--- src/rtl/pipeline_tracker.sv ---
// pipeline_tracker: PC and per-stage bookkeeping registers for a 5-stage pipeline.
// Tracks PC/instruction into ID and the hazard-relevant decode fields (rd, rs2,
// regwrite/load/store, valid) through EXE, MEM and WB. Counts retired
// instructions and DE bubbles.
//
// Ports:
//   clk, rst                       clock, synchronous active-high reset
//   PC_EN_IF, reg_*_EN/flush       stage controls from the hazard unit
//   pc_next, inst_IF               next fetch address, fetched instruction
//   rd_ID, rs2_ID, we/load/store_ID decoded fields of the ID instruction
//   PC_IF, PC_ID, inst_ID, valid_ID IF/ID state
//   *_EXE, *_MEM, *_WB             tracked fields per downstream stage
//   retired_cnt, bubble_cnt        saturating event counters
module pipeline_tracker (
   input  logic        clk,
   input  logic        rst,
   input  logic        PC_EN_IF,
   input  logic        reg_FD_EN,
   input  logic        reg_FD_flush,
   input  logic        reg_DE_EN,
   input  logic        reg_DE_flush,
   input  logic        reg_EM_EN,
   input  logic        reg_EM_flush,
   input  logic        reg_MW_EN,
   input  logic [31:0] pc_next,
   input  logic [31:0] inst_IF,
   input  logic [4:0]  rd_ID,
   input  logic [4:0]  rs2_ID,
   input  logic        we_ID,
   input  logic        load_ID,
   input  logic        store_ID,
   output logic [31:0] PC_IF,
   output logic [31:0] PC_ID,
   output logic [31:0] inst_ID,
   output logic        valid_ID,
   output logic [4:0]  rd_EXE,
   output logic [4:0]  rs2_EXE,
   output logic        we_EXE,
   output logic        load_EXE,
   output logic        store_EXE,
   output logic        valid_EXE,
   output logic [4:0]  rd_MEM,
   output logic        we_MEM,
   output logic        load_MEM,
   output logic        valid_MEM,
   output logic [4:0]  rd_WB,
   output logic        we_WB,
   output logic        valid_WB,
   output logic [31:0] retired_cnt,
   output logic [15:0] bubble_cnt
);

   localparam int unsigned XLEN = 32;
   localparam int unsigned RW   = 5;
   localparam int unsigned BCW  = 16;
   localparam logic [XLEN-1:0] NOP_INST = 32'h0000_0013;

   // Fetch PC
   always_ff @(posedge clk) begin
      if (rst)           PC_IF <= '0;
      else if (PC_EN_IF) PC_IF <= pc_next;
   end

   // IF/ID register
   always_ff @(posedge clk) begin
      if (rst || reg_FD_flush) begin
         PC_ID    <= '0;
         inst_ID  <= NOP_INST;
         valid_ID <= 1'b0;
      end else if (reg_FD_EN) begin
         PC_ID    <= PC_IF;
         inst_ID  <= inst_IF;
         valid_ID <= 1'b1;
      end
   end

   // ID/EXE register; an invalid ID slot enters as a clean bubble so its
   // decoded fields can never match a forwarding compare downstream.
   always_ff @(posedge clk) begin
      if (rst || reg_DE_flush) begin
         rd_EXE    <= '0;
         rs2_EXE   <= '0;
         we_EXE    <= 1'b0;
         load_EXE  <= 1'b0;
         store_EXE <= 1'b0;
         valid_EXE <= 1'b0;
      end else if (reg_DE_EN) begin
         rd_EXE    <= valid_ID ? rd_ID  : RW'(0);
         rs2_EXE   <= valid_ID ? rs2_ID : RW'(0);
         we_EXE    <= valid_ID & we_ID;
         load_EXE  <= valid_ID & load_ID;
         store_EXE <= valid_ID & store_ID;
         valid_EXE <= valid_ID;
      end
   end

   // EXE/MEM register
   always_ff @(posedge clk) begin
      if (rst || reg_EM_flush) begin
         rd_MEM    <= '0;
         we_MEM    <= 1'b0;
         load_MEM  <= 1'b0;
         valid_MEM <= 1'b0;
      end else if (reg_EM_EN) begin
         rd_MEM    <= rd_EXE;
         we_MEM    <= we_EXE;
         load_MEM  <= load_EXE;
         valid_MEM <= valid_EXE;
      end
   end

   // MEM/WB register (no flush input)
   always_ff @(posedge clk) begin
      if (rst) begin
         rd_WB    <= '0;
         we_WB    <= 1'b0;
         valid_WB <= 1'b0;
      end else if (reg_MW_EN) begin
         rd_WB    <= rd_MEM;
         we_WB    <= we_MEM;
         valid_WB <= valid_MEM;
      end
   end

   // Retired-instruction counter, saturating
   always_ff @(posedge clk) begin
      if (rst)
         retired_cnt <= '0;
      else if (reg_MW_EN && valid_MEM && (retired_cnt != {XLEN{1'b1}}))
         retired_cnt <= retired_cnt + XLEN'(1);
   end

   // DE bubble counter, saturating
   always_ff @(posedge clk) begin
      if (rst)
         bubble_cnt <= '0;
      else if (reg_DE_flush && (bubble_cnt != {BCW{1'b1}}))
         bubble_cnt <= bubble_cnt + BCW'(1);
   end

endmodule

--- config.mk ---
export PLATFORM = sky130hd
export DESIGN_NAME = pipeline_tracker
export DESIGN_NICKNAME = d
export VERILOG_FILES = /design/src/rtl/pipeline_tracker.sv
export SDC_FILE = /design/constraint.sdc
export NUM_CORES = 1
export LEC_CHECK = 0
export ABC_AREA = 1
export CORE_MARGIN = 4
export CORE_UTILIZATION = 45
export CTS_CLUSTER_SIZE = 30
export DETAILED_ROUTE_END_ITERATION = 16
export HOLD_SLACK_MARGIN = 0.1
export PLACE_DENSITY = 0.82
export SETUP_SLACK_MARGIN = 0.15
export SYNTH_ARGS = -nofsm -noshare
export SYNTH_HDL_FRONTEND = slang
export SYNTH_SLANG_ARGS = --single-unit
--- constraint.sdc ---
create_clock -name clk -period 1.8 [get_ports clk]
set_input_delay 0.27 -clock clk [delete_from_list [all_inputs] [get_ports clk]]
set_output_delay 0.27 -clock clk [all_outputs]
set_load 0.02 [all_outputs]
==> results.md, run 1 <==
| Metric | Reported |
| --- | --- |
| Outcome | finished clean |
| Distinct cells, synth | 30 |
| Sum of negative setup slack | 0 ns |
| Max rail drop VDD | 0.6364 mV |
| Kind of critical path | reg2reg |
| Share of final-layout standard cells stronger than drive strength 1 | 0.1203 |
| Kind of start point of the critical path | flop |
| Crit path DAT | 2.03 ns |
| Final routed wire length divided by cell count | 15.42 µm |
| Critical path endpoint category | flop |
| Vias in the first global route | 7524 |
| Most common cell after layout, fill and taps aside | sky130_fd_sc_hd__nand2_1 |
| Post-CTS clock slew at the launch and capture registers of the worst setup and hold paths | 0.07 ns |
| Critical path peak fanout | 12 |
| Setup repair after global routing missed its margin | true |
| Relative slew slack | 0.7068 |
| Initial core utilization | 0.4589 |
| Post-route clock skew | 0.008828 ns |
| Min-Delay Path Class | in2reg |
| Largest net degree at the start of global routing | 65 |
| Summed instance area of the synthesized netlist | 7263 µm² |
| Total Wirelength | 23860 µm |
| Die Span Y | 135.0 µm |
| Top Usage Layer GRT | met2 |
| Worst endpoint required time | 2.16 ns |
| Commonest non-fill, non-tap cells in the layout | sky130_fd_sc_hd__nand2_1, sky130_fd_sc_hd__nor2_1, sky130_fd_sc_hd__dfxtp_1 |
| Remaining antenna violation count | 0 |
| Leakage power of the design | 5.195 nW |
| Layout Area Growth over Synthesis | 52.49% |
| Global Route Usage Sum | 0.2494 |
| Share of synthesized registers carrying an async set or reset | 0 |
| Prevailing post-synth register cell | sky130_fd_sc_hd__dfxtp_1 |
| Startpoint of the lowest-slack register-to-register path | retired_cnt[1]$_SDFFE_PP0P_ |
| TritonCTS clock tree | built |
| Fmax achieved | 0.5991 GHz |
| Weighted congestion at the end of routability-driven global placement | 0.9114 |
| Site Rows | 46 |
| Launching instance or port of the critical path | retired_cnt[1]$_SDFFE_PP0P_ |
| Worst slack at placement | -0.04688 ns |
| Fin worst setup slack | 0.1307 ns |
| Count of clock tree sinks | 174 |
| Root buffer selected by CTS | sky130_fd_sc_hd__clkbuf_16 |
| Detailed-route via count | 7874 |
| Via/cell ratio | 5.090 |
| Number of levels in the clock H-tree | 4 |
| Post-detailed-route DRC marker count | 0 |
| First-pass GRT wire length | 36670 µm |
| Filler instances | 1266 |
| Number of antenna violations at the first check in global routing | 1 |
| Die extent in x | 135.0 µm |
| Max-slew violation count | 0 |
| Max Cap Violations | 0 |
| Synth Area per Inst | 7.038 µm² |
| Total core area | 15830 µm² |
| Sequential cell area | 3501 µm² |
| Total power after layout | 0.008463 W |
| Global-route met1 utilization | 0.2841 |
| Final net count | 1407 |
| Post-Synthesis Cells | 1032 |
| Multi-input combinational cell area | 3565 µm² |
| Number of violations reported at the end of detailed-routing iteration 0 | 614 |
| Final Hold Violating Endpoints | 0 |
| Maximum count of clock buffers along a single path | 2 |
| Met2 layer usage reported by global route | 0.4291 |
| Post-synth EDFFs | 0 |
| Insertion delay of the later-clocked pin in the worst-skew pair | 0.42 ns |
| Least-Margin Pin Slew | 0.4393 ns |
| Power density over cell area | 764.1 nW/µm² |
| Detailed placer's ending HPWL | 16600 µm |
| Minimum setup slack among reg-to-reg paths | 0.13 ns |
| DIE AREA | 18240 µm² |
| Count of state elements after synthesis | 174 |
| Total iterations of the first detailed-routing run | 5 |
| Final setup violation count | 0 |
| Number of input and output port buffers inserted | 260 |
| Synth warnings | 0 |
| Total I/O pin count | 261 |
| Placed Instance Area | 10390 µm² |
| Net count of the mapped netlist | 1121 |
| Start point of the worst min-delay path | reg_FD_EN |
| Met3 layer usage reported by global route | 0.09650 |
| Final Cycle Share | 0.9274 |
| TritonCTS Buffers | 17 |
| Share of synthesized area occupied by flip-flops and latches | 0.4796 |
| Final cell area excluding filler cells | 11080 µm² |
| Tmin final | 1.669 ns |
| GRT Residual Overflow | 0 |
## state kept, by name (all words and copies together) (netlist names), 5 cells and up
register / flops
PC_ID: 32
PC_IF: 32
bubble_cnt: 16
inst_ID: 32
rd_EXE: 5
rd_MEM: 5
rd_WB: 5
retired_cnt: 32
rs2_EXE: 5
## layer usage
layer / wire [µm] / vias to the layer above / part of all wire
li1: - / 3832 / -
met1: 8921 / 3677 / 0.37
met4: 609 / 0 / 0.026
met2: 11810 / 316 / 0.49
met5: 0 / - / 0
met3: 2519 / 49 / 0.11
## power breakdown
| group | switching [W] | internal (W) | leakage [nW] |
|---|---|---|---|
| combinational | 0.000480 | 0.000395 | 3.50 |
| sequential | 0.0000676 | 0.00395 | 1.42 |
| clock | 0.00157 | 0.00200 | 0.272 |
## cells by family (layout without fill, tap and decap cells)
| family | after synthesis | count (layout) | share of synthesized area |
|---|---|---|---|
| xor gates and xnor gates | 21 | 21 | 0.02532 |
| DFF | 174 | 174 | 0.4796 |
| other | 0 | 1 | 0 |
| AOI/OAI and AO/OA | 160 | 160 | 0.1168 |
| and+or+nand+nor | 572 | 573 | 0.3189 |
| buffers and inverters | 103 | 400 | 0.05598 |
| adders and majority gates | 2 | 2 | 0.003445 |
## cell type report
cell class | instances | area share
inverters | 56 | 0.01932
diodes | 1 | 0.0002259
repair buffers | 313 | 0.2671
clock buffers | 21 | 0.04157
multi-input cells | 756 | 0.3218
flip-flops and latches | 174 | 0.3161
clock inverters | 10 | 0.009489
well taps | 216 | 0.02440
## critical path: stages, from the launching register on
cell and delay (ns):
sky130_fd_sc_hd__dfxtp_4 0.37, sky130_fd_sc_hd__ha_4 0.16, sky130_fd_sc_hd__nand2_4 0.05, sky130_fd_sc_hd__nor2_4 0.14
sky130_fd_sc_hd__nand2_4 0.11, sky130_fd_sc_hd__nor2_8 0.16, sky130_fd_sc_hd__nand3_4 0.16, sky130_fd_sc_hd__nand2_4 0.22
sky130_fd_sc_hd__nand2_1 0.09, sky130_fd_sc_hd__a21oi_2 0.13
## synth_stat cells, types with 3 or more instances
master	instances	area share
sky130_fd_sc_hd__nand2_1	325	0.17
sky130_fd_sc_hd__nor2_1	181	0.094
sky130_fd_sc_hd__dfxtp_1	174	0.48
sky130_fd_sc_hd__a21oi_1	97	0.067
sky130_fd_sc_hd__inv_1	53	0.027
sky130_fd_sc_hd__o21ai_0	47	0.032
sky130_fd_sc_hd__clkbuf_1	42	0.022
sky130_fd_sc_hd__nand3_1	37	0.025
sky130_fd_sc_hd__a21oi_2	12	0.014
sky130_fd_sc_hd__xnor2_1	11	0.013
sky130_fd_sc_hd__xor2_1	10	0.012
sky130_fd_sc_hd__nand2_2	6	0.0052
sky130_fd_sc_hd__nand4_1	5	0.0043
sky130_fd_sc_hd__nor2_2	4	0.0034
sky130_fd_sc_hd__inv_2	3	0.0016
sky130_fd_sc_hd__nand2_4	3	0.0047
sky130_fd_sc_hd__o21ai_1	3	0.0021
## metrics by stage
stage,hold slack [ns],utilization,instances
CTS,0.1871,0.6824,1539
detailed placement,0.4463,0.6561,1506
floorplan,0.3391,-,1032
finish,0.2040,0.6998,1547
global route,0.2011,0.6998,1547
global placement,0.4385,0.6561,1506
## worst paths after layout
path,to,cells after the start
hold / removal,PC_ID[24]$_SDFFE_PP0P_,3
hold reg to reg,PC_ID[7]$_SDFFE_PP0P_,2
setup reg to reg,retired_cnt[18]$_SDFFE_PP0P_,9
setup / recovery,retired_cnt[18]$_SDFFE_PP0P_,9
## timing repair
| action | CTS | global route |
|---|---|---|
| hold endpoints to repair | 0 | 0 |
| endpoints found under the setup margin | 205 | 53 |
| gates cloned | 0 | 3 |
| hold buffers | 0 | 0 |
| setup buffers | 2 | 4 |
| pin swaps | 3 | 12 |
| resized for setup | 168 | 70 |
(Power assumes the default switching activity.)
==> run 2: changes to the inputs <==
--- a/config.mk
+++ b/config.mk
@@ -7,11 +7,11 @@
 export LEC_CHECK = 0
 export ABC_AREA = 1
 export CORE_MARGIN = 4
-export CORE_UTILIZATION = 45
+export CORE_UTILIZATION = 30
 export CTS_CLUSTER_SIZE = 30
 export DETAILED_ROUTE_END_ITERATION = 16
 export HOLD_SLACK_MARGIN = 0.1
-export PLACE_DENSITY = 0.82
+export PLACE_DENSITY = 0.59
 export SETUP_SLACK_MARGIN = 0.15
 export SYNTH_ARGS = -nofsm -noshare
 export SYNTH_HDL_FRONTEND = slang
==> run 2 against run 1 <==
- sequential share of layout area shrank 0.30 points
- largest cell class unchanged
- clock power is 4% higher
- largest power group unchanged
- global-route usage down 6.9 points
- critical endpoint is now retired_cnt[22]$_SDFFE_PP0P_
- register-to-register slack better by 0.06 ns
- clock skew rose by 0.0025 ns
- first-iteration DRC count is 32% lower
==> results.md, run 2 (same netlist as run 1, synthesis figures left out) <==
| Metric | Reported | vs previous |
| --- | --- | --- |
| Weighted congestion at the end of routability-driven global placement | 0.8846 | was 0.9114 |
| Placed Instance Area | 10550 µm² | was 10390 µm² |
| Least-Margin Pin Slew | 0.4615 ns | was 0.4393 ns |
| Detailed placer's ending HPWL | 17900 µm | was 16600 µm |
| Count of clock tree sinks | 174 | unchanged |
| Number of levels in the clock H-tree | 4 | unchanged |
| Vias in the first global route | 7330 | was 7524 |
| Worst path max stage delay | 0.38 ns | was 0.37 ns |
| Number of input and output port buffers inserted | 260 | unchanged |
| Share of final-layout standard cells stronger than drive strength 1 | 0.1320 | was 0.1203 |
| Site Rows | 56 | was 46 |
| Max rail drop VDD | 0.4220 mV | was 0.6364 mV |
| Largest net degree at the start of global routing | 51 | was 65 |
| Fmax achieved | 0.6209 GHz | was 0.5991 GHz |
| Detailed-route via count | 7620 | was 7874 |
| First-pass GRT wire length | 38580 µm | was 36670 µm |
| Max-slew violation count | 0 | unchanged |
| Die Span Y | 163.6 µm | was 135.0 µm |
| Remaining antenna violation count | 0 | unchanged |
| Minimum setup slack among reg-to-reg paths | 0.19 ns | was 0.13 ns |
| Most common cell after layout, fill and taps aside | sky130_fd_sc_hd__nand2_1 | unchanged |
| Sum of negative setup slack | 0 ns | unchanged |
| Inst Count DP | 1617 | was 1506 |
| Hold Worst Slack | 0.3611 ns | was 0.2040 ns |
| Die extent in x | 163.6 µm | was 135.0 µm |
| Kind of critical path | reg2reg | unchanged |
| Final routed wire length divided by cell count | 15.15 µm | was 15.42 µm |
| Outcome | finished clean | unchanged |
| Critical path endpoint category | flop | unchanged |
| Root buffer selected by CTS | sky130_fd_sc_hd__clkbuf_16 | unchanged |
| Relative slew slack | 0.6920 | was 0.7068 |
| Final cell area excluding filler cells | 11200 µm² | was 11080 µm² |
| Leakage power of the design | 5.056 nW | was 5.195 nW |
| Post-detailed-route DRC marker count | 0 | unchanged |
| Setup repair after global routing missed its margin | true | unchanged |
| Critical path peak fanout | 5 | was 12 |
| Worst slack at placement | -0.09117 ns | was -0.04688 ns |
| Sequential cell area | 3507 µm² | was 3501 µm² |
| TritonCTS Buffers | 17 | unchanged |
| Multi-input combinational cell area | 3556 µm² | was 3565 µm² |
| Worst endpoint required time | 2.12 ns | was 2.16 ns |
| Number of violations reported at the end of detailed-routing iteration 0 | 417 | was 614 |
| Min-Delay Path Class | in2reg | unchanged |
| Initial core utilization | 0.3076 | was 0.4589 |
| Total I/O pin count | 261 | unchanged |
| Number of buffers and inverters on the critical path | 1 | was 0 |
| Total iterations of the first detailed-routing run | 5 | unchanged |
| Post-CTS clock slew at the launch and capture registers of the worst setup and hold paths | 0.08 ns | was 0.07 ns |
| Final Hold Violating Endpoints | 0 | unchanged |
| GRT Residual Overflow | 0 | unchanged |
| Layout Area Growth over Synthesis | 54.21% | was 52.49% |
| Post-layout instance count excluding filler cells | 1660 | was 1547 |
| Via/cell ratio | 4.590 | was 5.090 |
| Insertion delay of the later-clocked pin in the worst-skew pair | 0.43 ns | was 0.42 ns |
| Power density over cell area | 768.4 nW/µm² | was 764.1 nW/µm² |
| Kind of start point of the critical path | flop | unchanged |
| Critical path's slowest cell | sky130_fd_sc_hd__dfxtp_4 | unchanged |
| Fin worst setup slack | 0.1896 ns | was 0.1307 ns |
| Maximum count of clock buffers along a single path | 2 | unchanged |
| Final setup violation count | 0 | unchanged |
| Max Cap Violations | 0 | unchanged |
| Total Wirelength | 25160 µm | was 23860 µm |
| DIE AREA | 26760 µm² | was 18240 µm² |
| Final Cycle Share | 0.8947 | was 0.9274 |
| Crit path DAT | 1.93 ns | was 2.03 ns |
| Top delay family on crit path | simple AND/OR/NAND/NOR gates | unchanged |
| Global Route Usage Sum | 0.1803 | was 0.2494 |
| Cell breakdown of the critical path | ha_4 -> nand2_4 -> nor2_4 -> nand2_4 -> nor2_8 -> nand3_4 -> buf_8 -> nand2_4 -> nand2_2 -> nand2_1 -> nor2_1 | was ha_4 -> nand2_4 -> nor2_4 -> nand2_4 -> nor2_8 -> nand3_4 -> nand2_4 -> nand2_1 -> a21oi_2 |
| Inserted Diodes | 0 | was 1 |
| TritonCTS clock tree | built | unchanged |
| Tmin final | 1.610 ns | was 1.669 ns |
| Filler instances | 2466 | was 1266 |
| Most numerous cell on the critical path | sky130_fd_sc_hd__nand2_4 | unchanged |
| Final net count | 1417 | was 1407 |
| Number of antenna violations at the first check in global routing | 0 | was 1 |
| Total core area | 23610 µm² | was 15830 µm² |
| Commonest non-fill, non-tap cells in the layout | sky130_fd_sc_hd__nand2_1, sky130_fd_sc_hd__dlygate4sd2_1, sky130_fd_sc_hd__nor2_1 | was sky130_fd_sc_hd__nand2_1, sky130_fd_sc_hd__nor2_1, sky130_fd_sc_hd__dfxtp_1 |
| Post-route clock skew | 0.01134 ns | was 0.008828 ns |
==> run 2: path summary, 6_finish.rpt <==
path | to | cells after the start | start
setup / recovery | retired_cnt[22]$_SDFFE_PP0P_ | 11 | retired_cnt[0]$_SDFFE_PP0P_
hold / removal | PC_ID[17]$_SDFFE_PP0P_ | 4 | reg_FD_EN
setup reg to reg | retired_cnt[22]$_SDFFE_PP0P_ | 11 | retired_cnt[0]$_SDFFE_PP0P_
hold reg to reg | inst_ID[4]$_SDFFE_PP1P_ | 2 | inst_ID[4]$_SDFFE_PP1P_
==> run 2: final cells by class <==
class / count / share of cell area
Multi-Input combinational cell: 756 / 0.3175
Sequential cell: 174 / 0.3131
Timing Repair Buffer: 323 / 0.2627
Clock buffer: 18 / 0.03921
Tap cell: 319 / 0.03563
Inverter: 56 / 0.01910
Clock inverter: 14 / 0.01273
==> run 2: worst register-to-register path, stage by stage (launching register included) <==
cell and delay, ns:
sky130_fd_sc_hd__dfxtp_4 0.38, sky130_fd_sc_hd__ha_4 0.16, sky130_fd_sc_hd__nand2_4 0.05, sky130_fd_sc_hd__nor2_4 0.09, sky130_fd_sc_hd__nand2_4 0.11, sky130_fd_sc_hd__nor2_8 0.16, sky130_fd_sc_hd__nand3_4 0.17, sky130_fd_sc_hd__buf_8 0.20
sky130_fd_sc_hd__nand2_4 0.07, sky130_fd_sc_hd__nand2_2 0.04, sky130_fd_sc_hd__nand2_1 0.05, sky130_fd_sc_hd__nor2_1 0.04
==> run 2: what timing repair did <==
item | in CTS | in global routing
gates cloned | 0 | 3
gates resized for setup | 180 | 55
endpoints found under the hold margin | 0 | 0
pin swaps | 4 | 9
setup buffers | 6 | 2
endpoints found under the setup margin | 218 | 47
hold buffers | 0 | 0
==> run 2: stage by stage <==
step	util	total power [W]
global route	0.4744	0.008963
finish	0.4744	0.008606
floorplan	-	0.004488
detailed placement	0.4467	0.005047
global placement	0.4467	0.005043
CTS	0.4651	0.008720
==> run 2: power by group <==
| part | switching, W | internal (W) |
|---|---|---|
| Clock | 0.00184 | 0.00189 |
| Sequential | 0.0000718 | 0.00395 |
| Combinational | 0.000474 | 0.000385 |
==> run 2: per-layer routing <==
layer / vias up / global-route usage / share of wire
met2: 244 / 0.2949 / 0.46
li1: 3841 / - / -
met4: 0 / 0.04842 / 0.020
met1: 3501 / 0.2134 / 0.41
met5: - / 0 / 0
met3: 34 / 0.08453 / 0.10
==> run 3: changes to the inputs <==
--- a/config.mk
+++ b/config.mk
@@ -12,6 +12,7 @@
 export DETAILED_ROUTE_END_ITERATION = 16
 export HOLD_SLACK_MARGIN = 0.1
 export PLACE_DENSITY = 0.59
+export REMOVE_ABC_BUFFERS = 1
 export SETUP_SLACK_MARGIN = 0.15
 export SYNTH_ARGS = -nofsm -noshare
 export SYNTH_HDL_FRONTEND = slang
==> run 3 against run 2 <==
- cell area decreased by 1.4%
- clock-buffer cell count decreased by 1
- sequential power about the same
- via count decreased by 3.6%
- largest cell class is now flip-flops and latches
- clock skew increased by 0.0025 ns
- worst hold slack got worse by 0.15 ns
- fmax increased by 2.3%
- critical path depth decreased by 9
- die area unchanged
- critical endpoint is now retired_cnt[23]
- flip-flop and latch count unchanged
- utilization decreased by 0.65 points
==> results.md, run 3 (same netlist as run 1, synthesis figures left out) <==
| Metric | Reported | vs previous |
| --- | --- | --- |
| Maximum count of clock buffers along a single path | 2 | unchanged |
| Detailed placer's ending HPWL | 17450 µm | was 17900 µm |
| Max-slew violation count | 0 | unchanged |
| Share of final-layout standard cells stronger than drive strength 1 | 0.1107 | was 0.1320 |
| Final Hold Violating Endpoints | 0 | unchanged |
| Relative slew slack | 0.7152 | was 0.6920 |
| Fmax achieved | 0.6351 GHz | was 0.6209 GHz |
| Leakage power of the design | 4.977 nW | was 5.056 nW |
| Detailed-route via count | 7345 | was 7620 |
| Total iterations of the first detailed-routing run | 4 | was 5 |
| Post-detailed-route DRC marker count | 0 | unchanged |
| Min-Delay Path Class | in2reg | unchanged |
| Max rail drop VDD | 0.4948 mV | was 0.4220 mV |
| Crit path DAT | 1.30 ns | was 1.93 ns |
| Layout Area Growth over Synthesis | 52.09% | was 54.21% |
| Remaining antenna violation count | 0 | unchanged |
| Number of antenna violations at the first check in global routing | 1 | was 0 |
| Filler instances | 2461 | was 2466 |
| Setup repair after global routing missed its margin | true | unchanged |
| Final net count | 1405 | was 1417 |
| Core Util, Final | 0.4678 | was 0.4744 |
| Kind of start point of the critical path | flop | unchanged |
| TritonCTS clock tree | built | unchanged |
| Max Cap Violations | 0 | unchanged |
| Kind of critical path | reg2out | was reg2reg |
| TritonCTS Buffers | 17 | unchanged |
| Critical path peak fanout | 5 | unchanged |
| Global Route Usage Sum | 0.1773 | was 0.1803 |
| Most common cell after layout, fill and taps aside | sky130_fd_sc_hd__nand2_1 | unchanged |
| Largest net degree at the start of global routing | 66 | was 51 |
| Total I/O pin count | 261 | unchanged |
| Via/cell ratio | 4.460 | was 4.590 |
| Least-Margin Pin Slew | 0.4268 ns | was 0.4615 ns |
| Count of clock tree sinks | 174 | unchanged |
| Inserted Diodes | 0 | unchanged |
| Total Wirelength | 24330 µm | was 25160 µm |
| Post-CTS clock slew at the launch and capture registers of the worst setup and hold paths | 0.08 ns | about the same |
| Site Rows | 56 | unchanged |
| DIE AREA | 26760 µm² | unchanged |
| First-pass GRT wire length | 37830 µm | was 38580 µm |
| Worst endpoint required time | 1.53 ns | was 2.12 ns |
| Initial core utilization | 0.3076 | unchanged |
| Vias in the first global route | 7086 | was 7330 |
| Weighted congestion at the end of routability-driven global placement | 0.8500 | was 0.8846 |
| Hold buffer count at CTS | 0 | unchanged |
| Die extent in x | 163.6 µm | unchanged |
| GRT Residual Overflow | 0 | unchanged |
| Commonest non-fill, non-tap cells in the layout | sky130_fd_sc_hd__nand2_1, sky130_fd_sc_hd__dlygate4sd2_1, sky130_fd_sc_hd__nor2_1 | unchanged |
| Final Cycle Share | 0.8747 | was 0.8947 |
| Total core area | 23610 µm² | unchanged |
| Insertion delay of the later-clocked pin in the worst-skew pair | 0.43 ns | about the same |
| Power density over cell area | 771.6 nW/µm² | was 768.4 nW/µm² |
| Number of levels in the clock H-tree | 4 | unchanged |
| Post-route clock skew | 0.01382 ns | was 0.01134 ns |
| Number of input and output port buffers inserted | 260 | unchanged |
| Number of violations reported at the end of detailed-routing iteration 0 | 334 | was 417 |
| Sum of negative setup slack | 0 ns | unchanged |
| Outcome | finished clean | unchanged |
| Root buffer selected by CTS | sky130_fd_sc_hd__clkbuf_16 | unchanged |
| Die Span Y | 163.6 µm | unchanged |
| Tmin final | 1.574 ns | was 1.610 ns |
| Critical path endpoint category | primary output | was flop |
| Final routed wire length divided by cell count | 14.77 µm | was 15.15 µm |
| Final setup violation count | 0 | unchanged |
-- run 3: where the power goes --
group | switching [W] | internal [W] | total [W] | leakage [nW]
registers | 0.0000646 | 0.00395 | 0.00402 | 1.42
logic | 0.000482 | 0.000393 | 0.000874 | 3.28
clock network | 0.00179 | 0.00184 | 0.00363 | 0.278
total | 0.00234 | 0.00619 | 0.00852 | 4.98
-- run 3: final timing paths --
| check | cells after the start | from | endpoint | slack [ns] |
|---|---|---|---|---|
| worst max-delay path | 2 | retired_cnt[23]$_SDFFE_PP0P_ | retired_cnt[23] | 0.23 |
| worst min-delay path | 4 | reg_FD_EN | PC_ID[13]$_SDFFE_PP0P_ | 0.21 |
| worst max register to register | 8 | retired_cnt[22]$_SDFFE_PP0P_ | retired_cnt[28]$_SDFFE_PP0P_ | 0.24 |
| worst min register to register | 2 | PC_ID[2]$_SDFFE_PP0P_ | PC_ID[2]$_SDFFE_PP0P_ | 0.46 |
-- run 3: area by class of cell --
type                       instances  area [µm²]  area share
timing repair buffer             312        2894      0.2620
clock buffer                      17       425.4     0.03851
tap                              319       399.1     0.03613
clock inverter                    14       146.4     0.01325
inverter                          56       210.2     0.01903
multi-input combinational        755        3475      0.3145
sequential                       174        3497      0.3166
-- run 3: critical path, cell delays in order (launching register included) --
cell and delay, ns:
sky130_fd_sc_hd__dfxtp_1 0.38, sky130_fd_sc_hd__buf_4 0.16, sky130_fd_sc_hd__dlygate4sd2_1 0.33
-- run 3: repair_timing --
item                                    CTS  global route
resized for setup                       179            36
pin swaps                                 2             5
setup buffers                             1             3
cloned                                    0             1
endpoints found under the setup margin  205            45
-- run 3: layer usage --
metal	up-vias	track usage	share of wire
met5	-	0	0.00053
met4	2	0.04575	0.014
met3	26	0.06334	0.074
met2	186	0.2925	0.48
met1	3318	0.2209	0.44
li1	3813	-	-
-- run 3: metrics by stage --
stage / worst slack [ns] / cell area [µm²] / total power [W] / hold slack [ns] / instances
after floorplan: -0.2576 / 7067 / 0.004436 / 0.3324 / 985
after global placement: -0.01491 / 10530 / 0.005056 / 0.4408 / 1611
after detailed placement: -0.03085 / 10530 / 0.005057 / 0.4469 / 1611
after CTS: 0.1505 / 10910 / 0.008652 / 0.1890 / 1643
after global routing: 0.1172 / 11050 / 0.008871 / 0.2054 / 1647
final: 0.2255 / 11050 / 0.008524 / 0.2093 / 1647
